$ cat config.mk
export PLATFORM = sky130hd
export DESIGN_NAME = hazard_ctrl_v
export DESIGN_NICKNAME = d
export VERILOG_FILES = /design/src/rtl/hazard_ctrl_v.sv
export SDC_FILE = /design/constraint.sdc
export NUM_CORES = 1
export LEC_CHECK = 0
export ABC_AREA = 1
export CORE_MARGIN = 2
export CORE_UTILIZATION = 31
export DETAILED_ROUTE_END_ITERATION = 16
export GPL_TIMING_DRIVEN = 1
export PLACE_DENSITY = 0.85
export SLEW_MARGIN = 5
export SYNTH_ARGS = -nofsm -noshare
export SYNTH_HDL_FRONTEND = slang
export SYNTH_SLANG_ARGS = --single-unit
$ cat constraint.sdc
create_clock -name clk -period 1.01 [get_ports clk]
set_input_delay 0.1515 -clock clk [delete_from_list [all_inputs] [get_ports clk]]
set_output_delay 0.1515 -clock clk [all_outputs]
set_load 0.1 [all_outputs]
$ cat src/rtl/hazard_ctrl_v.sv
// Hazard unit for the ID/EX boundary: operand forwarding, load-use stall sequencing and branch flush.
// Optional HAZARD_PERF_EN adds saturating stall/flush event counters.
//
//   state    | meaning
//   ---------+---------------------------------------------------------------
//   IDLE     | no stall in progress; stall follows the live load-use check
//   LD_STALL | holding for the remaining LOAD_LAT-1 cycles of a load-use stall
module hazard_ctrl_v #(
  parameter int REG_AW        = 5,
  parameter int FORWARDING_ON = 1,
  parameter int LOAD_LAT      = 1
) (
  input  logic              clk,
  input  logic              rst_n,
  input  logic [REG_AW-1:0] id_rs1,
  input  logic [REG_AW-1:0] id_rs2,
  input  logic              id_use_rs1,
  input  logic              id_use_rs2,
  input  logic [REG_AW-1:0] idex_rs1,
  input  logic [REG_AW-1:0] idex_rs2,
  input  logic [REG_AW-1:0] idex_rd,
  input  logic              idex_memRead,
  input  logic              idex_regWrite,
  input  logic [REG_AW-1:0] exmem_rd,
  input  logic              exmem_regWrite,
  input  logic [REG_AW-1:0] memwb_rd,
  input  logic              memwb_regWrite,
  input  logic              br_taken,
  output logic [1:0]        forwA,
  output logic [1:0]        forwB,
  output logic              stall,
  output logic              flush_ifid,
  output logic              flush_idex
`ifdef HAZARD_PERF_EN
  ,
  output logic [31:0]       perf_stall_cycles,
  output logic [31:0]       perf_flushes
`endif
);

  typedef enum logic {IDLE, LD_STALL} state_t;

  localparam logic       FWD_ON = (FORWARDING_ON != 0);
  localparam logic [2:0] LAT_M1 = 3'(LOAD_LAT - 1);

  state_t     r_state;
  logic [2:0] r_cnt;

  logic w_exmem_fwd_a, w_exmem_fwd_b, w_memwb_fwd_a, w_memwb_fwd_b;
  logic w_idex_raw, w_exmem_raw, w_memwb_raw;
  logic w_ld_haz, w_raw_haz, w_stall;

  function automatic logic raw_match(input logic use_s, input logic [REG_AW-1:0] src,
                                     input logic [REG_AW-1:0] rd, input logic wr_en);
    return use_s && (src != '0) && (src == rd) && wr_en;
  endfunction

  assign w_exmem_fwd_a = exmem_regWrite && (exmem_rd != '0) && (exmem_rd == idex_rs1);
  assign w_exmem_fwd_b = exmem_regWrite && (exmem_rd != '0) && (exmem_rd == idex_rs2);
  assign w_memwb_fwd_a = memwb_regWrite && (memwb_rd != '0) && (memwb_rd == idex_rs1);
  assign w_memwb_fwd_b = memwb_regWrite && (memwb_rd != '0) && (memwb_rd == idex_rs2);

  // EX/MEM holds the younger result, so it wins over MEM/WB.
  assign forwA = !FWD_ON       ? 2'b00 :
                 w_exmem_fwd_a ? 2'b01 :
                 w_memwb_fwd_a ? 2'b10 : 2'b00;
  assign forwB = !FWD_ON       ? 2'b00 :
                 w_exmem_fwd_b ? 2'b01 :
                 w_memwb_fwd_b ? 2'b10 : 2'b00;

  assign w_idex_raw  = raw_match(id_use_rs1, id_rs1, idex_rd, idex_regWrite) ||
                       raw_match(id_use_rs2, id_rs2, idex_rd, idex_regWrite);
  assign w_exmem_raw = raw_match(id_use_rs1, id_rs1, exmem_rd, exmem_regWrite) ||
                       raw_match(id_use_rs2, id_rs2, exmem_rd, exmem_regWrite);
  assign w_memwb_raw = raw_match(id_use_rs1, id_rs1, memwb_rd, memwb_regWrite) ||
                       raw_match(id_use_rs2, id_rs2, memwb_rd, memwb_regWrite);

  assign w_ld_haz  = FWD_ON && idex_memRead && w_idex_raw;
  assign w_raw_haz = w_idex_raw || w_exmem_raw || w_memwb_raw;

  // A taken branch squashes the dependent instruction, so it always overrides a stall.
  assign w_stall    = !br_taken && (FWD_ON ? ((r_state == LD_STALL) || w_ld_haz) : w_raw_haz);
  assign stall      = w_stall;
  assign flush_ifid = br_taken;
  assign flush_idex = br_taken;

  always_ff @(posedge clk or negedge rst_n) begin
    if (!rst_n) begin
      r_state <= IDLE;
      r_cnt   <= 3'd0;
    end else begin
      case (r_state)
        IDLE: begin
          if (w_ld_haz && !br_taken && (LOAD_LAT > 1)) begin
            r_cnt   <= LAT_M1;
            r_state <= LD_STALL;
          end
        end
        LD_STALL: begin
          if (br_taken || (r_cnt == 3'd1)) begin
            r_cnt   <= 3'd0;
            r_state <= IDLE;
          end else begin
            r_cnt <= r_cnt - 3'd1;
          end
        end
        default: begin
          r_cnt   <= 3'd0;
          r_state <= IDLE;
        end
      endcase
    end
  end

`ifdef HAZARD_PERF_EN
  always_ff @(posedge clk or negedge rst_n) begin
    if (!rst_n) begin
      perf_stall_cycles <= 32'd0;
      perf_flushes      <= 32'd0;
    end else begin
      if (w_stall && (perf_stall_cycles != 32'hFFFF_FFFF))
        perf_stall_cycles <= perf_stall_cycles + 32'd1;
      if (br_taken && (perf_flushes != 32'hFFFF_FFFF))
        perf_flushes <= perf_flushes + 32'd1;
    end
  end
`endif

endmodule

==> summary.txt <==
Outcome
  – Outcome: finished with violations
  – Violated checks: setup timing

Setup path
  – Worst setup SP type: input port
  – CP max-delay cell: o21ai_4
  – Worst path arrival time: 1140 ps
  – Sequence of cells on the critical path: buf_8 -> nor2_4 -> nand2_2 -> o21ai_4 -> nor3_4 -> buf_6 -> nor2_4 -> buf_12
  – Worst setup path category: input port to output port
  – RR Startpoint: r_cnt[0]$_DFFE_PN0P_
  – Worst Path Required: 860 ps
  – CP max stage delay: 200 ps
  – Most common cell on crit path: nor2_4
  – CP max FO: 3
  – Delay-heaviest family, CP: buffers and inverters
  – Setup crit start: exmem_rd[1]
  – Buf+Inv Stages, Crit Path: 3
  – CP endpoint kind: output port

Place
  – Post-DP HPWL: 2170 µm
  – Port bufs: 50
  – Pre-CTS setup slack: -776 ps
  – Placed cell count: 205
  – Final Wtd Congestion: 0.812

Clock tree
  – # H-tree levels: 1
  – TritonCTS clock tree: done
  – Max Root-Sink Buffers: 2
  – Clock slew at reported path FFs: 30 ps
  – Worst-skew pair later-pin latency: 230 ps
  – TritonCTS Sinks: 4
  – CTS root buf: clkbuf_4
  – CTS Buf Count: 3

STA
  – Period utilisation layout: 1.28
  – Hold Violations, Final: 0
  – Setup TNS: -1230 ps
  – Minimum clock period: 1290 ps
  – Max transition margin: 0.845
  – RSZ-0062 raised after global routing: true
  – Final setup fails: 9
  – Worst hold slack: 121 ps
  – Final worst setup slack: -284 ps
  – Worst Max-Slew Pin Slew: 231 ps
  – Fmax achieved: 773 MHz
  – Pins Over Slew Limit: 0
  – Clock skew: 1.28 ps

Synthesis
  – Synth cell types: 17
  – Post-synthesis sequential element count: 4
  – Top-area cell type share of the netlist area: 0.227
  – Leading area contributor after synthesis: xnor2_1
  – Ys Warns: 0
  – Post-synthesis adder-cell area fraction: 0.0341
  – Post-synthesis simple-gate area fraction: 0.349
  – Synth cell count leaders: 37 x nand2_1, 19 x xnor2_1, 17 x inv_1, 17 x nor2_1, 5 x o21ai_0
  – Post-synthesis instance area: 734 µm²
  – Syn avg cell area: 6.02 µm²
  – Seq/Total Area, Yosys: 0.136
  – Post-synth top flop: dfrtp_1
  – Count leader, synth: nand2_1
  – Synth Area in XOR/XNOR: 0.262
  – EDFF count, synth: 0
  – Mux cell area share after synthesis: 0
  – Main combinational cell family by area after synthesis: simple AND/OR/NAND/NOR gates
  – Synth area leaders: xnor2_1 23%, nand2_1 19%, dfrtp_1 14%
  – Share of flip-flops with an asynchronous set or reset: 1.00
  – Post-synthesis compound-gate area fraction: 0.0852
  – Post-Synthesis Cells: 122
  – Post-Syn Nets: 168

Detailed routing
  – Final ANT Viol Nets: 0
  – Via Count: 1010
  – Met2 routed WL: 1860 µm
  – Total Routed Length: 3010 µm
  – Met1 WL: 950 µm
  – Pre-Repair DR Iteration Count: 4
  – Drt drc: 0
  – Wire per inst: 14.3 µm
  – Vias per cell: 4.79
  – DR top layer: met4
  – Met3 WL: 133 µm
  – DR iter-0 viols: 7

Final layout
  – Number of fill cells: 160
  – Area growth syn-to-layout: 128%
  – Diode count: 0
  – Fin nets: 231
  – Post-Layout Cell Count: 211
  – Fraction of layout cells with a size suffix above 1: 0.579

Floorplan
  – Row count: 17
  – Die Y: 52.7 µm
  – Die Area: 2770 µm²
  – Initial Util: 0.329
  – Area of the core: 2230 µm²
  – Die Width: 52.7 µm
  – I/O pin cnt: 51

GRT
  – Antenna violations before repair: 0
  – Pin count of the biggest net entering global routing: 6
  – Grt ovf: 0
  – First-pass GRT wire length: 4300 µm
  – Global Route Usage Sum: 0.215
  – Vias in the first global route: 1022

Flow run
  – Max-cap violations: 0

Power and ir drop
  – Final Power: 972 µW
  – Max VDD drop: 526 µV
  – Pwr/cell area: 581 nW/µm²
  – Lkg Pwr: 0.000823 µW

Worst hold path
  – Worst Hold Class: input port to async pin
## area by class of cell
cell class	instances	area [µm²]	area share
Clock buffer	3	22.5	0.0135
Inverter	18	72.6	0.0433
Multi-Input combinational cell	96	795	0.475
Sequential cell	4	101	0.0605
Tap cell	28	35.0	0.0209
Timing Repair Buffer	62	648	0.387
## metrics by stage
step                area [µm²]  utilization
detailed placement        1400        0.627
floorplan                  757            -
global route              1670        0.750
CTS                       1520        0.680
global placement          1400        0.627
finish                    1670        0.750
## cells by family (layout without fill, tap and decap cells)
family          count (synthesis)  count (layout)
fa+ha+maj                       2               2
compound gates                 10              10
simple gates                   62              62
buf+inv                        22              83
xor+xnor                       22              22
flops                           4               4
## power by group
group | internal (µW) | switching, µW
logic | 326 | 295
clock network | 132 | 57.5
registers | 161 | 0
## layer usage
layer | track usage | vias up
li1 | - | 500
met1 | 0.191 | 454
met2 | 0.450 | 48
met3 | 0.0343 | 8
met4 | 0.103 | 0
met5 | 0 | -
## flip-flops by register name, summed over array words and instances (netlist names)
register / flops
r_state: 1
r_cnt: 3
## what timing repair did
action	in CTS	in global routing
hold buffers	0	0
gates resized for setup	215	38
pin swaps	50	28
setup endpoints to repair	8	9
buffers inserted	2	1
## path summary, 6_finish.rpt
check | to | slack, ps | depth (start not counted)
worst max-delay path | forwA[1] | -280 | 8
worst min-delay path | r_cnt[1]$_DFFE_PN0P_ | 120 | 1
worst max register to register | r_cnt[0]$_DFFE_PN0P_ | -70 | 6
worst min register to register | r_cnt[0]$_DFFE_PN0P_ | 530 | 1
max in group asynchronous | r_state$_DFF_PN0_ | 710 | 1
min in group clk | r_cnt[0]$_DFFE_PN0P_ | 530 | 1
## worst reg2reg max path: cells and delay by family, from the launching register on
family / cells / cell delay (ps)
DFF: 1 / 400
AOI/OAI and AO/OA: 2 / 210
and+or+nand+nor: 2 / 150
buffers and inverters: 1 / 70
adders and majority gates: 1 / 170
## cell usage in the layout, fill, tap and decap left out, drive strengths merged
master	count
buf	54
nand2	37
xnor2	19
inv	18
nor2	17
dlygate4sd2	6
o21ai	6
clkbuf	4
dfrtp	4
xor2	3
nand4	3
nand3	3
nor3	2
o22ai	2
ha	2
a21boi	1
a21oi	1
clkdlybuf4s50	1
(Power assumes the default switching activity.)
==> edit 1: new RTL, config.mk and constraints unchanged <==
Change the parameter `REG_AW` from 5 to 6.
--- a/src/rtl/hazard_ctrl_v.sv
+++ b/src/rtl/hazard_ctrl_v.sv
@@ -8,3 +8,3 @@
 module hazard_ctrl_v #(
-  parameter int REG_AW        = 5,
+  parameter int REG_AW        = 6,
   parameter int FORWARDING_ON = 1,
Ports: changed (7 resized); port bits go from 51 to 58. No check against the original RTL was run, so the function may have changed too.
==> edit 1 against the original RTL <==
Critical path type unchanged; worst setup slack worse by 0.096 ns; sequential cell count is the same; the run still ends with negative setup slack left; register-to-register slack better by 0.05 ns; routed wire length is 2.9% lower; synthesized area increased by 21%; total power down 4.6%; first-iteration DRC count rose to 5.1 times the old value; design area grew 7.1%.
==> edit 1: results (changes against the original RTL) <==
Route
The average wire length per cell after detail routing came to 11.12 um (-22%). The DRC marker count from the first detailed-route iteration is 36 (+29). The routed metal-1 wire length is 1141 um (+20%). The routed wire length on met3 was 193 um (+45%). The per-cell via count in the routed design is 4.589 (-4.1%). The post-detailed-routing wire length is 2925 um (-2.9%).

Placed design
The post-detailed-placement half-perimeter wirelength is 2281 um (+5.0%). The post-placement cell area was 1673 um^2 (+19%). The total placed cells including tap cells came to 255 (+24%). The count of buffers inserted at the top-level ports is 57 (+14%). The pre-CTS setup slack is -0.7348 ns (+0.04082 ns).

Logic synthesis
The post-synthesis net count is 213 (+27%). The average cell area after synthesis is 5.576 um^2 (-7.4%). The sequential-to-total area share from yosys stat is 11.22% (-2.4 points). The compound-cell area share of the yosys netlist is 9.677% (+1.2 points). The unique cell type count in the Yosys netlist is 20 (+3). The adder and majority cell fraction of the synthesized area was 2.805% (-0.60 points).

In the synthesized netlist, the cells that appear most often are 43 x sky130_fd_sc_hd__nand2_1, 28 x sky130_fd_sc_hd__inv_1, 26 x sky130_fd_sc_hd__nor2_1. The post-synthesis share of cell area spent on xor and xnor gates is 18.65% (-7.6 points). Ranked by total cell area, the synthesized netlist is headed by sky130_fd_sc_hd__nand2_1 18%, sky130_fd_sc_hd__inv_1 12%, sky130_fd_sc_hd__dfrtp_1 11%.

Global routing
The met1 track demand over resource is 19.64% (+0.55 points). The fraction of met3 tracks used by global routing came to 2.902% (-0.53 points). The met2 track demand over resource is 34.42% (-11 points). The combined global-route utilization of all metal layers is 17.63% (-3.9 points). The via count of the first global-routing pass is 1165 (+14%). The first-pass GRT wire length came to 4705 um (+9.5%).

Pwr
The power attributed to combinational cells came to 578 uW (-6.9%). The combinational cell fraction of total power is 62.3% (-1.6 points). The standby leakage power is 0.8997 nW (+9.3%). The switching part of the total was 36.58% (+0.31 points).

Final layout
The final standard cell utilization of the core is 65.58% (-9.4 points). The fill cell total of the finished layout is 234 (+46%). The share of cells above drive strength 1 is 46.98% (-11 points).

Timing
The post-route worst setup slack is -0.3795 ns (-0.09595 ns). The number of endpoints failing setup at the final stage was 6 (-3). The worst clock skew is 0.002409 ns (+0.001129 ns). The final setup TNS is -1.657 ns (-0.4281 ns).

Worst setup path
The master of the slowest instance on the critical path is sky130_fd_sc_hd__o31ai_4. The maximum fanout encountered on the critical timing path is 2 (-1). The maximum cell stage delay along the critical path is 0.32 ns (+0.12 ns).

The arrival time at the worst endpoint is 1.24 ns (+0.10 ns).

Run status
The run finished, with violations left. The checks that failed: negative setup slack.
## edit 1: path summary, 6_finish.rpt
path                       depth (start not counted)  slack (ns)       end        start
min                                                1        0.12  r_cnt[2]        rst_n
max                                                8       -0.38  forwA[1]  exmem_rd[1]
max reg2reg                                        6       -0.02  r_cnt[0]     r_cnt[0]
min reg2reg                                        2        0.60  r_cnt[0]      r_state
min in group clk                                   4        0.45   r_state     br_taken
max in group asynchronous                          1        0.72   r_state        rst_n
## edit 1: cell type report
class | count | area share (%)
clock buffers | 3 | 1.256
inverters | 28 | 5.862
multi-input cells | 124 | 47.03
flip-flops and latches | 4 | 5.583
well taps | 31 | 2.163
repair buffers | 73 | 38.10
## edit 1: critical path: cells and delay by family
kind	cells	cell delay [ns]
AND/OR/NAND/NOR	4	0.38
AO/OA/AOI/OAI	1	0.32
buffers and inverters	3	0.38
## edit 1: repair_timing
action	CTS	global route
setup buffers	3	2
pin swaps	52	36
resized for setup	162	49
setup endpoints to repair	9	8
gates cloned	0	0
==> edit 2: new RTL, config.mk and constraints unchanged <==
Made on the original files. Add a define of `HAZARD_PERF_EN`.
--- a/src/rtl/hazard_ctrl_v.sv
+++ b/src/rtl/hazard_ctrl_v.sv
@@ -7,2 +7,4 @@
 //   LD_STALL | holding for the remaining LOAD_LAT-1 cycles of a load-use stall
+`define HAZARD_PERF_EN
+
 module hazard_ctrl_v #(
Check against the original RTL (old outputs only; new: perf_flushes and perf_stall_cycles): equivalent (equiv_simple and equiv_induct, registers matched by name and starting in step).
==> edit 2 against the original RTL <==
Worst setup slack worse by 0.60 ns; routed wire length grew to 8.1 times the old value; design area grew to 6.3 times the old value; synthesized area grew to 6.6 times the old value; total power grew to 11 times the old value; critical endpoint is now perf_flushes[10]; worst hold slack better by 0.26 ns; core utilization is 5.6 points lower; sequential cell count is 64 higher; the flow still finishes with violations (negative setup slack).
==> edit 2: results (changes against the original RTL) <==
CTS
The count of hold-fix buffers inserted at cts is 1 (+1). The TritonCTS buffer count is 9 (+6). The number of setup buffers added after CTS came to 57 (+55). The clock latency on the worst-skew pair was 0.35 ns (+0.12 ns). In this run the clock root is driven by a sky130_fd_sc_hd__clkbuf_16.

Global routing
The via count of the first global-routing pass is 7051 (+590%). The combined global-route utilization of all metal layers is 26.59% (+5.1 points). The met1 track demand over resource is 28.18% (+9.1 points). The fraction of met3 tracks used by global routing is 5.409% (+2.0 points).

The met2 track demand over resource was 48.58% (+3.6 points).

Worst setup path
The master of the slowest instance on the critical path is sky130_fd_sc_hd__dfrtp_4. The arrival time at the worst endpoint is 2.11 ns (+0.97 ns). The startpoint of the most critical setup path is perf_flushes[12]. The worst register-to-register path ends at perf_flushes[10]. The maximum fanout encountered on the critical timing path came to 6 (+3). The end point of the critical path is perf_flushes[10].

Logic synthesis
In the synthesized netlist, the cells that appear most often are 286 x sky130_fd_sc_hd__nand2_1, 74 x sky130_fd_sc_hd__inv_1, 68 x sky130_fd_sc_hd__dfrtp_1, 68 x sky130_fd_sc_hd__nor2_1, 54 x sky130_fd_sc_hd__nand3_1. The sequential-to-total area share from yosys stat is 34.87% (+21 points). The adder and majority cell fraction of the synthesized area is 1.026% (-2.4 points). The average cell area after synthesis is 6.621 um^2 (+10%). The post-synthesis net count was 785 (+370%).

The cell area after synthesis is 4880 um^2 (+560%). The unique cell type count in the Yosys netlist is 29 (+12).

Final layout
The portion of the layout cell area used by clock cells is 2.615% (+1.3 points). The final instance count without filler cells is 1319 (+530%). The final-layout non-clock buffer area share is 39.59% (+0.87 points). The multi-input combinational area share was 34.84% (-13 points). In the final layout, the registers with the most flip-flops are perf_flushes x32, perf_stall_cycles x32, r_cnt x3.

Route
The total number of vias is 6977 (+590%). The routed length on met2 is 12830 um (+590%). The routed metal-1 wire length is 8176 um (+760%). The routed wire length on met3 is 1827 um (+1300%).

Timing
The number of endpoints failing setup at the final stage came to 136 (+127). The slew at the pin closest to its max-slew limit was 0.4030 ns (+0.1719 ns). The post-route worst setup slack came to -0.8822 ns (-0.5987 ns).

Pwr
The net load switching power is 4.384 mW (+1100%). The worst voltage drop across the vdd grid is 934.9 uV (+78%).

Run status
The checks that failed: negative setup slack. The run finished, with violations left.

Placed design
The pre-CTS setup slack is -1.074 ns (-0.2985 ns). The count of buffers inserted at the top-level ports was 114 (+130%). The post-detailed-placement half-perimeter wirelength is 13320 um (+510%).
[edit 2: power by group through the flow]
stage	clock (mW)	sequential [mW]	combinational (mW)
finish	3.05	3.31	4.71
global route	3.16	3.32	4.88
detailed placement	0	3.28	3.96
global placement	0	3.26	3.88
CTS	3.06	3.27	4.40
floorplan	0	4.67	0.738
[edit 2: worst register-to-register path: stages, from the launching register on]
cell and delay, ns:
sky130_fd_sc_hd__dfrtp_4 0.42, sky130_fd_sc_hd__inv_2 0.08, sky130_fd_sc_hd__nor3_4 0.24, sky130_fd_sc_hd__nand2_2 0.15
sky130_fd_sc_hd__nor2_4 0.22, sky130_fd_sc_hd__a21oi_4 0.14, sky130_fd_sc_hd__buf_6 0.17, sky130_fd_sc_hd__buf_16 0.14
sky130_fd_sc_hd__nand3b_1 0.10, sky130_fd_sc_hd__nand2_1 0.09
